**src/rtl/shift_unit_seq.sv**
```systemverilog
// shift_unit_seq: multi-mode shifter (SRL/SLL/SRA/ROR) with valid/ready
// handshakes on input and output.
// Default build shifts one bit position per enabled clock.
// Optional macro SHIFT_UNIT_BARREL_EN: a log2 barrel network loads the final
// result at the accept edge, and the SHIFT state is never entered.
module shift_unit_seq #(
  parameter int unsigned N     = 8,
  parameter int unsigned AMT_N = 3
) (
  input  logic             clk,
  input  logic             rst,
  input  logic             en,
  input  logic             in_valid,
  output logic             in_ready,
  input  logic [N-1:0]     d,
  input  logic [AMT_N-1:0] amt,
  input  logic [1:0]       mode,
  output logic             out_valid,
  input  logic             out_ready,
  output logic [N-1:0]     out,
  output logic             busy
);

  typedef enum logic [1:0] {IDLE, SHIFT, DONE} state_e;
  typedef enum logic [1:0] {M_SRL, M_SLL, M_SRA, M_ROR} mode_e;

  state_e           state_q, state_d;
  logic [N-1:0]     acc_q, acc_d;
  logic [AMT_N-1:0] cnt_q, cnt_d;
  mode_e            mode_q, mode_d;

  // Move the operand by a single bit position according to the mode.
  function automatic logic [N-1:0] step1(input logic [N-1:0] x, input mode_e m);
    case (m)
      M_SRL:   step1 = {1'b0, x[N-1:1]};
      M_SLL:   step1 = {x[N-2:0], 1'b0};
      M_SRA:   step1 = {x[N-1], x[N-1:1]};
      default: step1 = {x[0], x[N-1:1]};
    endcase
  endfunction

`ifdef SHIFT_UNIT_BARREL_EN
  // Shift by a fixed stage distance k; distances >= N saturate the same way
  // repeated single steps would (zeros, sign fill, or rotate modulo N).
  function automatic logic [N-1:0] shift_k(input logic [N-1:0] x, input mode_e m,
                                           input int unsigned k);
    int unsigned r;
    r = k % N;
    case (m)
      M_SRL:   shift_k = x >> k;
      M_SLL:   shift_k = x << k;
      M_SRA:   shift_k = $signed(x) >>> k;
      default: shift_k = (r == 0) ? x : ((x >> r) | (x << (N - r)));
    endcase
  endfunction

  // Log2 network: stage i applies a shift of 2**i when amt bit i is set.
  function automatic logic [N-1:0] barrel(input logic [N-1:0] x,
                                          input logic [AMT_N-1:0] a,
                                          input mode_e m);
    logic [N-1:0]     v;
    logic [AMT_N-1:0] rem;
    v   = x;
    rem = a;
    for (int unsigned i = 0; i < AMT_N; i++) begin
      if (rem[0]) v = shift_k(v, m, 32'd1 << i);
      rem = rem >> 1;
    end
    return v;
  endfunction
`endif

  // State and datapath registers; asynchronous reset, all updates gated by en via _d.
  always_ff @(posedge clk or posedge rst) begin
    if (rst) begin
      state_q <= IDLE;
      acc_q   <= '0;
      cnt_q   <= '0;
      mode_q  <= M_SRL;
    end else begin
      state_q <= state_d;
      acc_q   <= acc_d;
      cnt_q   <= cnt_d;
      mode_q  <= mode_d;
    end
  end

  // Next-state and datapath update: accept, iterate, release on output handshake.
  always_comb begin
    state_d = state_q;
    acc_d   = acc_q;
    cnt_d   = cnt_q;
    mode_d  = mode_q;
    if (en) begin
      case (state_q)
        IDLE: begin
          if (in_valid) begin
            mode_d = mode_e'(mode);
`ifdef SHIFT_UNIT_BARREL_EN
            acc_d   = barrel(d, amt, mode_e'(mode));
            cnt_d   = '0;
            state_d = DONE;
`else
            acc_d   = d;
            cnt_d   = amt;
            state_d = (amt == '0) ? DONE : SHIFT;
`endif
          end
        end
        SHIFT: begin
          acc_d = step1(acc_q, mode_q);
          cnt_d = cnt_q - AMT_N'(1);
          if (cnt_q == AMT_N'(1)) state_d = DONE;
        end
        DONE: begin
          if (out_ready) state_d = IDLE;
        end
        default: state_d = IDLE;
      endcase
    end
  end

  // Handshake and status outputs decoded from the current state.
  always_comb begin
    in_ready  = (state_q == IDLE) && en;
    out_valid = (state_q == DONE);
    out       = acc_q;
`ifdef SHIFT_UNIT_BARREL_EN
    busy      = 1'b0;
`else
    busy      = (state_q == SHIFT);
`endif
  end

endmodule

```
**config.mk**
```make
export PLATFORM = sky130hd
export DESIGN_NAME = shift_unit_seq
export DESIGN_NICKNAME = d
export VERILOG_FILES = /design/src/rtl/shift_unit_seq.sv
export SDC_FILE = /design/constraint.sdc
export NUM_CORES = 1
export LEC_CHECK = 0
export ABC_AREA = 1
export BUFFER_PORTS_ARGS = -buffer_cell sky130_fd_sc_hd__buf_4
export CORE_UTILIZATION = 51
export CTS_CLUSTER_SIZE = 24
export DETAILED_ROUTE_END_ITERATION = 6
export PLACE_DENSITY = 0.78
export SETUP_SLACK_MARGIN = 0.2
export SYNTH_ARGS = -nofsm -noshare
export SYNTH_HDL_FRONTEND = slang
export SYNTH_SLANG_ARGS = --single-unit
```
**constraint.sdc**
```tcl
create_clock -name clk -period 1.2 [get_ports clk]
set_input_delay 0.24 -clock clk [delete_from_list [all_inputs] [get_ports clk]]
set_output_delay 0.24 -clock clk [all_outputs]
set_load 0.01 [all_outputs]
```
# Yosys cells after proc, flatten, opt, wreduce, memory -nomap -nowiden
# Cells that the tools add are included.
[classes]
n_reduce_logical = 9
n_mux = 10
n_addsub = 1
n_eq_ne = 9
[ops]
columns = ["cell", "count"]
rows = [
  ["$pmux W8 S3", 1],
  ["$pmux W8 S2", 1],
  ["$mux W2", 4],
  ["$mux W8", 1],
  ["$reduce_and A4 Y1", 2],
  ["$pmux W2 S3", 1],
  ["$pmux W3 S2", 1],
  ["$reduce_and A3 Y1", 2],
  ["$eq A2 B1 Y1 const B", 2],
  ["$eq A2 B2 Y1 const B", 2],
  ["$logic_not A2 Y1", 2],
  ["$ne A2 B1 Y1 const B", 2],
  ["$ne A2 B2 Y1 const B", 2],
  ["$eq A3 B1 Y1 const B", 1],
  ["$logic_not A3 Y1", 1],
  ["$mux W3", 1],
  ["$sub A3 B1 Y3 const B", 1],
  ["$reduce_bool A2 Y1", 1],
  ["$logic_and A1 B1 Y1", 1],
]
[word_totals]
input_bits = 18
ff_bits = 15
out_inout_bits = 11

# Depth between registers and ports, before layout
# Gate-level depths: netlist of run 1.
[logic_depth]
ltp_word = 4
depth_mapped = 8
depth_no_buf = 8

# Worst setup path after synthesis of run 1
# OpenSTA, ideal clock, no wires.
[synth_timing]
kind = "register to register"
from = "register state_q[0]"
to = "register mode_q[1]"
arrival_time_ps = 1068
setup_time_ps = 125
path_slack_ps = 7
stages_incl_launch_ff = 7
synth_period_minus_slack_ps = 1193
cell_sequence = "dfrtp_1 inv_2 nand2_1 nor2_1 nand2_1 nor2_1 a21oi_1"
[synth_via]
elab_chain_cells = 2
[synth_rtl]
columns = ["item", "line", "rtl"]
rows = [
  ["from (decl)", "27", "state_e state_q, state_d;"],
  ["from (signal assigned)", "81", "state_q <= state_d;"],
  ["$logic_not A2 Y1", "95", "case (state_q)"],
  ["$reduce_and A3 Y1 (no source line)", "--", ""],
  ["to (signal assigned)", "84", "mode_q <= mode_d;"],
  ["to (decl)", "30", "mode_e mode_q, mode_d;"],
]
# No other way between the ends.
# A chain may end at the register's enable or synchronous reset.

# Worst setup path after layout of run 1
[layout_timing]
from = "register state_q[0]"
to = "output port in_ready"
[layout_via]
elab_chain_cells = 2
[layout_rtl]
columns = ["item", "line", "rtl"]
rows = [
  ["$logic_not A2 Y1", "125", "in_ready = (state_q == IDLE) && en;"],
  ["$logic_and A1 B1 Y1", "125", ""],
  ["to (decl)", "14", "output logic in_ready,"],
]
# No other way between the ends.

==> metrics list, run 1 <==
* Layout cells sized above 1: 0.4833
- Summed over all cells, the static leakage comes to 0.9266 nW.
* Largest family of logic cells by synthesized area: simple AND/OR/NAND/NOR gates
* Netlist Area Pre-Place: 1054 sq um
- Input/output buffers: 28
- Simple-Gate Fraction of Synth Area: 0.4347
* Synth top area cells: dfrtp_1, nand2_1, nand3_2
* Post-synthesis cell type count: 17
- The total count of max-transition violations in the final report is 0.
- The setup path with the least slack is of type reg -> out.
- Remaining Overflow, GRT: 0
- In this run the number of H-tree levels came out at 1.
- Crit path buffers/inverters: 2
- 0 antenna diodes ended up in the layout.
- Critical Path Source Type: register
- The worst hold path belongs to the class in -> reg.
- The number of clock buffers added by TritonCTS is 3.
- Worst min-delay path startpoint: mode[1]
* Pin count of the biggest net entering global routing: 16
- The complex-gate fraction of the synthesized area came to 0.07245.
- Area share of fa/ha/maj cells after synthesis: 0.02375
- XOR/XNOR share of the synthesized area: 0
- Setup total negative slack: -1.491 ns
- Sequential area share after synthesis: 0.3563
* CTS tree: yes
- Required time of the worst setup path: 0.96 ns
- Clock edge transition at the registers on the reported setup and hold paths: 0.10 ns
- The routed layout has 1218 vias.
- Core region area: 1942 sq um
- Clk buf depth: 2
- For the pin with the worst max-slew slack, the measured transition is 0.2128 ns.
- IR analysis of the VDD net gives a maximum drop of 1.963 mV.
* Wire per inst: 14.53 um
- Detailed Route WL: 3430 um
* Beginning of the critical path: state_q[0]
- On the worst path, the slowest cell contributes a delay of 0.44 ns.
- Top library cells by usage in the layout, fill and taps aside: nand2_1, buf_4, inv_1
- Chip height: 47.45 um
* Cells traversed along the worst timing path: inv_4 -> nand2_4 -> nor2_4 -> buf_6
* Commonest non-fill, non-tap cell in the layout: nand2_1
- Vias in the first global route: 1073
* Via/cell ratio: 5.161
- The routed design could run at a clock period as short as 1.358 ns.
* Chip width: 47.45 um
- Top fanout value on the critical path: 2
- For this configuration, the core starts out at a cell density of 0.5425.
- In the routed design, unresolved DRC markers number 0.
- Counting flops and latches in the post-synthesis netlist gives 15.
- Die Area: 2252 sq um
* Share of cell area taken by muxes after synthesis: 0
- Crit Reg-Reg Startpoint: state_q[0]
- Arrival time of the worst setup path: 1.12 ns
- # setup viols final: 16
- Status: complete, but fails checks
- Max Fclk: 0.7364 GHz
* Power density cells: 2578 nW/um^2
* Wire length of the first global-routing pass: 4719 um
- The HPWL after detailed placement is 1807 um.
* Utilization after layout: 0.8840
* Post-Synthesis Cells: 156
* Reg-to-reg critical path endpoint: out[1]
- STA classifies the critical path endpoint as an output port.
- Growth of design area from synthesis to finish: 62.95%
- The final layout contains 230 nets.
- Across all setup checks in the final design, the least slack found is -0.1580 ns.
- Root cell of the clock tree: clkbuf_4
- Top cell type's share of synthesized area: 0.3563
* Hold slack final: 0.2073 ns
* Number of antenna violations at the first check in global routing: 0
* Period Utilization, post-route: 1.132
- The number of nets handed over by synthesis was 176.
- The clock net in this run drives a total of 15 sinks.
- Failing checks: setup timing
* Top delay family on crit path: flip-flops
- Across the run, the number of max-cap violations was 0.
- Yosys warning total: 0
* Setup slack, reg-to-reg: -0.12 ns
* Worst slew margin: 0.8572
* Cell taking the most area after synthesis: dfrtp_1
- Gpl congestion: 0.8040
* Starting DRC count in detailed routing: 38
- Worst clock skew on the final layout: 0.003050 ns
- Std-Cell Rows: 16
- In this run the number of cells on the critical path is 4.
- Count of TritonRoute iterations in the first routing pass: 5
- Across every metal layer, demand over resource in global routing totals 0.3030.
- Setup repair after global routing missed its margin: yes
- After synthesis, the mean cell area works out to 6.753 sq um.
- Logic depth of the worst register-to-register path: 7
- Count of antenna-violating nets left after detailed routing: 0
- Clock latency at the later pin of the worst-skew pair: 0.29 ns
- The most critical setup path has its endpoint at in_ready.
* Final count of hold timing violations: 0
- Number of primary I/O pins: 29
- For this design, the slowest cell found on the critical path is dfrtp_2.
-- Yosys cell counts --
| master | count |
|---|---|
| o21ai_2 | 3 |
| buf_6 | 1 |
| o21ai_0 | 3 |
| dfrtp_1 | 15 |
| nand3_2 | 8 |
| ha_1 | 2 |
| a21oi_1 | 3 |
| inv_2 | 5 |
| nand2_1 | 70 |
| buf_8 | 1 |
| nor2_4 | 2 |
| nor2_1 | 8 |
| o21ai_1 | 4 |
| nand3_1 | 10 |
| buf_2 | 2 |
| nand2_2 | 2 |
| inv_1 | 17 |
-- worst min path at each step --
stage,end,slack [ns],depth (start not counted)
finish,mode_q[1],0.21,3
global route,mode_q[0],0.20,3
CTS,mode_q[1],0.20,3
detailed placement,out[3],0.26,3
global placement,out[3],0.26,3
floorplan,cnt_q[0],0.14,1
-- cell families after synthesis --
logic type,count (synthesis)
and+or+nand+nor,100
buffers and inverters,26
DFF,15
AOI/OAI and AO/OA,13
adders and majority gates,2
-- layout make-up --
type	instances	area, sq um
clock inverters	1	5.005
inverters	22	85.08
fillers	91	225.2
clock buffers	3	22.52
flip-flops and latches	15	377.9
multi-input cells	115	689.4
repair buffers	53	503.0
well taps	27	33.78
-- registers in the layout, indices dropped and copies added, names as in the netlist --
name and count:
state_q 2, out 8, mode_q 2, cnt_q 3
-- worst min-delay path: stages --
cell,delay [ns]
buf_4,0.08
nor2_2,0.03
a21oi_1,0.11
-- through the flow --
step | power (mW) | instances | cell area, sq um | setup WS (ns)
global route | 4.715 | 236 | 1717 | -0.1949
CTS | 3.898 | 232 | 1584 | -0.1345
global placement | 2.826 | 211 | 1320 | 0.07343
detailed placement | 2.901 | 211 | 1320 | 0.007830
floorplan | 2.341 | 156 | 1076 | 0.1265
finish | 4.425 | 236 | 1717 | -0.1580
-- routing by layer --
metal	wire, um	up-vias	track usage
li1	-	590	-
met1	1430	571	0.3823
met2	1749	48	0.5233
met3	174	9	0.04528
met4	76	0	0.1086
met5	0	-	0
-- power by group --
part           switching, mW  leakage (nW)  internal [mW]
Clock                  0.182        0.0177          0.124
Combinational           1.66         0.726           1.48
Sequential             0.234         0.183          0.744
-- timing repair --
| action | in CTS | in global routing |
|---|---|---|
| hold buffers | 1 | 0 |
| cloned | 0 | 2 |
| hold endpoints to repair | 15 | 0 |
| setup buffers | 16 | 2 |
| resized for setup | 25 | 26 |
| setup endpoints to repair | 26 | 26 |
| pin swaps | 8 | 6 |
(Power assumes the default switching activity.)
==> inputs of run 2 (changes only) <==
--- a/config.mk
+++ b/config.mk
@@ -11,6 +11,7 @@
 export CTS_CLUSTER_SIZE = 24
 export DETAILED_ROUTE_END_ITERATION = 6
 export PLACE_DENSITY = 0.78
+export RECOVER_POWER = 50
 export SETUP_SLACK_MARGIN = 0.2
 export SYNTH_ARGS = -nofsm -noshare
 export SYNTH_HDL_FRONTEND = slang
==> run 2 against run 1 <==
Compared with the run above:
- the run still ends with setup timing left
- cell count unchanged
- clock power about the same
- flip-flop and latch count unchanged
- clock-buffer cell count unchanged
- combinational power about the same
- via count decreased by 0.16%
- global-route usage unchanged
- worst setup slack about the same
- design area decreased by 0.15%
==> metrics list, run 2 (same netlist as run 1, synthesis figures left out) <==
- Clk pwr share: 0.069 (about the same)
- The worst path required time was 0.96 ns (about the same).
- Starting DRC count in detailed routing: 39 (was 38)
- The die span in y was 47.45 um (unchanged).
- The number of placed instances, taps included was 211 (unchanged).
* Gpl congestion: 0.8040 (unchanged)
* Maximum vdd ir drop: 1.963 mV (about the same)
* Worst clock skew on the final layout: 0.003025 ns (was 0.003050 ns)
* Pin count of the biggest net entering global routing: 16 (unchanged)
- The critical setup path kind is reg -> out (unchanged).
* Top fanout value on the critical path: 2 (unchanged)
* Net switching component of the power: 2.074 mW (about the same)
- Root cell of the clock tree: clkbuf_4 (unchanged)
- Remaining Overflow, GRT: 0 (unchanged)
- Transition time at the pin with the least slew margin: 0.4011 ns (was 0.2128 ns)
- Final HPWL DP: 1807 um (unchanged)
* Number of max-slew violations in the final report: 0 (unchanged)
- Leakage power: 0.9257 nW (was 0.9266 nW)
- Die Area: 2252 sq um (unchanged)
- The count of standard-cell rows came to 16 (unchanged).
- Cell internal pwr: 2.349 mW (was 2.351 mW)
- The setup slack on the worst flop-to-flop path was -0.12 ns (about the same).
* Worst Slack Setup Final: -0.1579 ns (was -0.1580 ns)
- The pre-CTS setup slack came to 0.007830 ns (unchanged).
- The maximum number of buffers from clock root to sink is 2 (unchanged).
- The number of clock sinks is 15 (unchanged).
- Detailed Route WL: 3429 um (was 3430 um)
- The final critical delay including setup and external delays is 1.358 ns (about the same).
- The final instance area is 1714 sq um (was 1717 sq um).
- Failing checks: setup timing (unchanged)
- The kind of end point of the critical path was an output port (unchanged).
* Wire per inst: 14.53 um (about the same)
* Via count: 1216 (was 1218)
- Number of nets in the final layout: 230 (unchanged)
- Status: complete, but fails checks (unchanged).
- Layout cells sized above 1: 0.4833 (unchanged)
* Number of max-cap violations: 0 (unchanged)
- Flip-flop count of the largest register, all copies and words added: 8 (unchanged)
- Share of total power in combinational logic: 0.710 (about the same)
* Filler-free cell count of the finished design: 236 (unchanged)
- The number of endpoints with negative hold slack in the final report is 0 (unchanged).
* Vias in the first global route: 1073 (unchanged)
- Growth of design area from synthesis to finish: 62.71% (was 62.95%)
* Via/cell ratio: 5.153 (was 5.161)
* Switching fraction of total power: 0.4689 (was 0.4688)
- The worst path arrival time is 1.12 ns (about the same).
- Commonest non-fill, non-tap cell in the layout: nand2_1 (unchanged)
* Top library cells by usage in the layout, fill and taps aside: nand2_1, buf_4, inv_1 (unchanged)
- Chip width: 47.45 um (unchanged)
- The clock buffer count from CTS is 3 (unchanged).
- Number of H-tree levels: 1 (unchanged)
- The count of TritonRoute iterations in the first routing pass came to 5 (unchanged).
- Area after DPL: 1320 sq um (unchanged)
* Max Fclk: 0.7364 GHz (about the same)
* Core region area: 1942 sq um (unchanged)
- The number of diodes added for antenna fixing was 0 (unchanged).
- Clock latency at the later pin of the worst-skew pair: 0.29 ns (about the same)
* Effective utilization at floorplan: 0.5425 (unchanged)
* Critical Path Source Type: register (unchanged)
- The final count of negative-setup-slack endpoints is 16 (unchanged).
* Drc violations: 0 (unchanged)
- Period Utilization, post-route: 1.132 (about the same)
* Total routing resource utilization after global routing: 0.3030 (unchanged)
- The path category of the worst min-delay check was in -> reg (unchanged).
- The count of buffers from port buffering came to 28 (unchanged).
- The power consumption is 4.423 mW (was 4.425 mW).
* Utilization after layout: 0.8827 (was 0.8840)
* Sequential group share of total power: 0.221 (about the same)
- CTS tree: yes (unchanged)
- The residual antenna-violating net count after detailed routing is 0 (unchanged).
* Setup repair after global routing missed its margin: yes (unchanged)
- The total power divided by cell area is 2580 nW/um^2 (was 2578 nW/um^2).
- Clock edge transition at the registers on the reported setup and hold paths: 0.10 ns (about the same)
* Wire length of the first global-routing pass: 4719 um (unchanged)
* Number of primary I/O pins: 29 (unchanged)
- The worst slew margin relative to its limit is 0.7326 (was 0.8572).
* Number of filler instances in the final layout: 92 (was 91)
- Number of antenna violations at the first check in global routing: 0 (unchanged)
-- run 2: cell types whose count changed in the layout (fill, tap and decap cells not counted) --
cell      change
buf_4         -2
clkbuf_2      +1
clkbuf_4      +1
-- run 2: final timing paths --
kind	endpoint	from	depth (start not counted)
setup reg to reg	out[1]	state_q[0]	7
hold / removal	mode_q[1]	mode[1]	3
max in group asynchronous	state_q[0]	rst	4
min in group asynchronous	cnt_q[2]	rst	4
setup / recovery	in_ready	state_q[0]	4
hold reg to reg	cnt_q[1]	cnt_q[1]	2
-- run 2: repair_timing --
action                                  in CTS  in global routing
endpoints found under the setup margin      26                 26
resized for setup                           25                 26
hold buffers                                 1                  0
pin swaps                                    8                  6
hold endpoints to repair                    15                  0
buffers inserted                            16                  2
gates cloned                                 0                  2
-- run 2: cell type report --
class	instances	area, sq um	share of cell area
Clock inverter	1	5.005	0.002920
Inverter	22	85.08	0.04964
Timing Repair Buffer	53	500.5	0.2920
Multi-Input combinational cell	115	689.4	0.4022
Tap cell	27	33.78	0.01971
Clock buffer	3	22.52	0.01314
Sequential cell	15	377.9	0.2204
-- run 2: per-stage QoR --
step	hold WS [ns]	TNS [ns]
6_report	0.2073	-1.491
5_1_grt	0.1998	-2.085
4_1_cts	0.1963	-0.9264
3_5_place_dp	0.2640	0
3_3_place_gp	0.2619	0
2_1_floorplan	0.1414	0
-- run 2: metal layers --
metal | GRT usage | up-vias | wire length (um)
met4 | 0.1086 | 0 | 76
met1 | 0.3823 | 569 | 1428
met3 | 0.04528 | 9 | 174
li1 | - | 590 | -
met5 | 0 | - | 0
met2 | 0.5233 | 48 | 1749
-- run 2: power groups by stage --
stage	logic [mW]	clock network, mW	registers (mW)
floorplan	1.36	0	0.985
global placement	1.83	0	0.999
detailed placement	1.89	0	1.01
CTS	2.64	0.307	0.951
global route	3.37	0.335	1.01
finish	3.14	0.306	0.977
-- run 2: critical path, cell delays in order (launching register included) --
cell and delay [ns]:
dfrtp_2 0.44, inv_4 0.09, nand2_4 0.06, nor2_4 0.11, buf_6 0.11
==> inputs of run 3 (changes only) <==
--- a/config.mk
+++ b/config.mk
@@ -12,7 +12,6 @@
 export DETAILED_ROUTE_END_ITERATION = 6
 export PLACE_DENSITY = 0.78
 export RECOVER_POWER = 50
-export SETUP_SLACK_MARGIN = 0.2
 export SYNTH_ARGS = -nofsm -noshare
 export SYNTH_HDL_FRONTEND = slang
 export SYNTH_SLANG_ARGS = --single-unit
==> run 3 against run 2 <==
Compared with the run above:
- the run still ends with setup timing left
- critical path type unchanged
- hold slack lost 0.016 ns
- register-to-register slack hardly changed
- clock power about the same
==> metrics list, run 3 (same netlist as run 1, synthesis figures left out) <==
* Status: complete, but fails checks (unchanged)
* Failing checks: setup timing (unchanged)
- Setup repair after global routing missed its margin: yes (unchanged).
- Max Fclk: 0.7234 GHz (was 0.7364 GHz)
* Diode count: 0 (unchanged)
* Chip height: 47.45 um (unchanged)
* Vias in the first global route: 945 (was 1073)
* TritonCTS sink count: 15 (unchanged)
- Flip-flop count of the largest register, all copies and words added: 8 (unchanged)
- By instance count, the cell type seen most on the critical path is buf_4.
* Number of antenna violations at the first check in global routing: 0 (unchanged)
- The post-route DRC violation count was 0 (unchanged).
- Number of max-slew violations in the final report: 0 (unchanged)
- The routed length per instance was 14.04 um (was 14.53 um).
* Starting DRC count in detailed routing: 43 (was 39)
* Total routing resource utilization after global routing: 0.2526 (was 0.3030)
* Input/output buffers: 28 (unchanged)
- Via/cell ratio: 5.339 (was 5.153)
- The total number of H-tree levels came to 1 (unchanged).
- Layout cells sized above 1: 0.4162 (was 0.4833)
* Final count of hold timing violations: 0 (unchanged)
* Cells traversed along the worst timing path: buf_4 -> nor2_2 -> buf_4 (was inv_4 -> nand2_4 -> nor2_4 -> buf_6)
* CTS tree: yes (unchanged)
- Worst hold path class: in -> reg (unchanged)
- The critical setup path kind was reg -> out (unchanged).
* Commonest non-fill, non-tap cell in the layout: nand2_1 (unchanged)
- Count of antenna-violating nets left after detailed routing: 0 (unchanged)
* Number of max-cap violations: 0 (unchanged)
- Gpl congestion: 0.8270 (was 0.8040)
- The peak per-stage delay on the critical path was 0.42 ns (was 0.44 ns).
- Die Area: 2252 sq um (unchanged)
- The number of placed instances, taps included came to 211 (unchanged).
- Core region area: 1942 sq um (unchanged)
* Worst Setup End Kind: output port (unchanged)
* Final HPWL DP: 1808 um (was 1807 um)
- Root cell of the clock tree: clkbuf_4 (unchanged)
- The number of nets in the finished design came to 218 (was 230).
- The die width is 47.45 um (unchanged).
- The number of top-level design ports is 29 (unchanged).
- The largest driver fanout on the critical path came to 3 (was 2).
* Effective utilization at floorplan: 0.5425 (unchanged)
- The clock insertion delay at the later pin of the skew report is 0.29 ns (about the same).
- The overflow left after global routing is 0 (unchanged).
- Top delay family on crit path: flip-flops (unchanged)
- Std-Cell Rows: 16 (unchanged)
- Worst clock skew on the final layout: 0.001370 ns (was 0.003025 ns)
* Worst slew margin: 0.7389 (was 0.7326)
* Count of TritonRoute iterations in the first routing pass: 5 (unchanged)
- Critical Path Source Type: register (unchanged)
* Top library cells by usage in the layout, fill and taps aside: nand2_1, buf_4, inv_1 (unchanged)
* Transition time at the pin with the least slew margin: 0.3917 ns (was 0.4011 ns)
- Leakage power: 0.8261 nW (was 0.9257 nW)
- Filler-free cell count of the finished design: 224 (was 236)
* Via count: 1196 (was 1216)
- The worst path required time is 0.96 ns (about the same).
- The final count of negative-setup-slack endpoints was 14 (was 16).
- Wire length of the first global-routing pass: 3898 um (was 4719 um)
- The post-synthesis to final-layout area growth is 45.49% (was 62.71%).
* Crit path max-delay cell type: dfrtp_2 (unchanged)
- Detailed Route WL: 3146 um (was 3429 um)
- The worst path arrival time is 1.14 ns (was 1.12 ns).
- Maximum vdd ir drop: 1.581 mV (was 1.963 mV)
- Crit path buffers/inverters: 2 (unchanged)
* Pin count of the biggest net entering global routing: 16 (unchanged)
* Period Utilization, post-route: 1.152 (was 1.132)
* Post-Place Worst Slack: -0.004942 ns (was 0.007830 ns)
- Clk buf depth: 2 (unchanged)
- The clock slew seen by the registers of the worst setup and hold paths was 0.10 ns (about the same).
- Worst Slack Setup Final: -0.1823 ns (was -0.1579 ns)
- Power density cells: 2498 nW/um^2 (was 2580 nW/um^2)
- The final critical delay including setup and external delays came to 1.382 ns (was 1.358 ns).
* Number of buffers added by the clock tree synthesis step: 3 (unchanged)
[run 3: final timing paths]
check,slack (ns),end,depth (start not counted),startpoint
max,-0.18,out_valid,3,state_q[0]
min,0.19,mode_q[1],3,mode[1]
max reg2reg,-0.12,state_q[0],7,cnt_q[1]
min reg2reg,0.54,out[4],2,out[4]
max in group asynchronous,0.34,state_q[0],4,rst
min in group asynchronous,0.56,out[3],4,rst
[run 3: worst register-to-register path: stages (launching register included)]
cell and delay [ns]:
dfrtp_1 0.37, inv_1 0.12, ha_1 0.21, nand2_1 0.07
nand2_1 0.09, nand2_1 0.10, o21ai_0 0.18, nand2_1 0.07
[run 3: metrics by stage]
step	TNS (ns)	power [mW]	instance area, sq um	hold WS [ns]	util
floorplan	0	2.276	1054	0.1415	-
global placement	0	2.828	1316	0.2599	0.6778
detailed placement	-0.004942	2.891	1316	0.2620	0.6778
CTS	-0.8998	3.400	1429	0.1975	0.7358
global route	-1.929	4.075	1533	0.2353	0.7893
finish	-1.331	3.828	1533	0.1915	0.7893
[run 3: report_power, final]
| part | switching (mW) | internal [mW] | total, mW |
|---|---|---|---|
| Combinational | 1.43 | 1.08 | 2.50 |
| Clock | 0.179 | 0.129 | 0.308 |
| Sequential | 0.273 | 0.742 | 1.02 |
[run 3: final cells by class]
type	instances	area [sq um]
clock buffer	4	26.28
fill	131	409.1
inverter	22	90.09
multi-input combinational	116	644.4
sequential	15	377.9
tap	27	33.78
timing repair buffer	40	360.3
[run 3: what timing repair did]
action	4_1_cts	5_1_grt
pin swaps	2	5
hold buffers	1	0
cloned	0	1
setup buffers	5	3
endpoints found under the hold margin	15	0
endpoints found under the setup margin	12	16
resized for setup	14	20
[run 3: routing by layer]
metal | GRT usage | vias up | wire (um)
met5 | 0 | - | 0
met4 | 0.1200 | 0 | 135
met3 | 0.03774 | 12 | 188
met2 | 0.4274 | 63 | 1590
met1 | 0.3146 | 559 | 1232
li1 | - | 562 | -
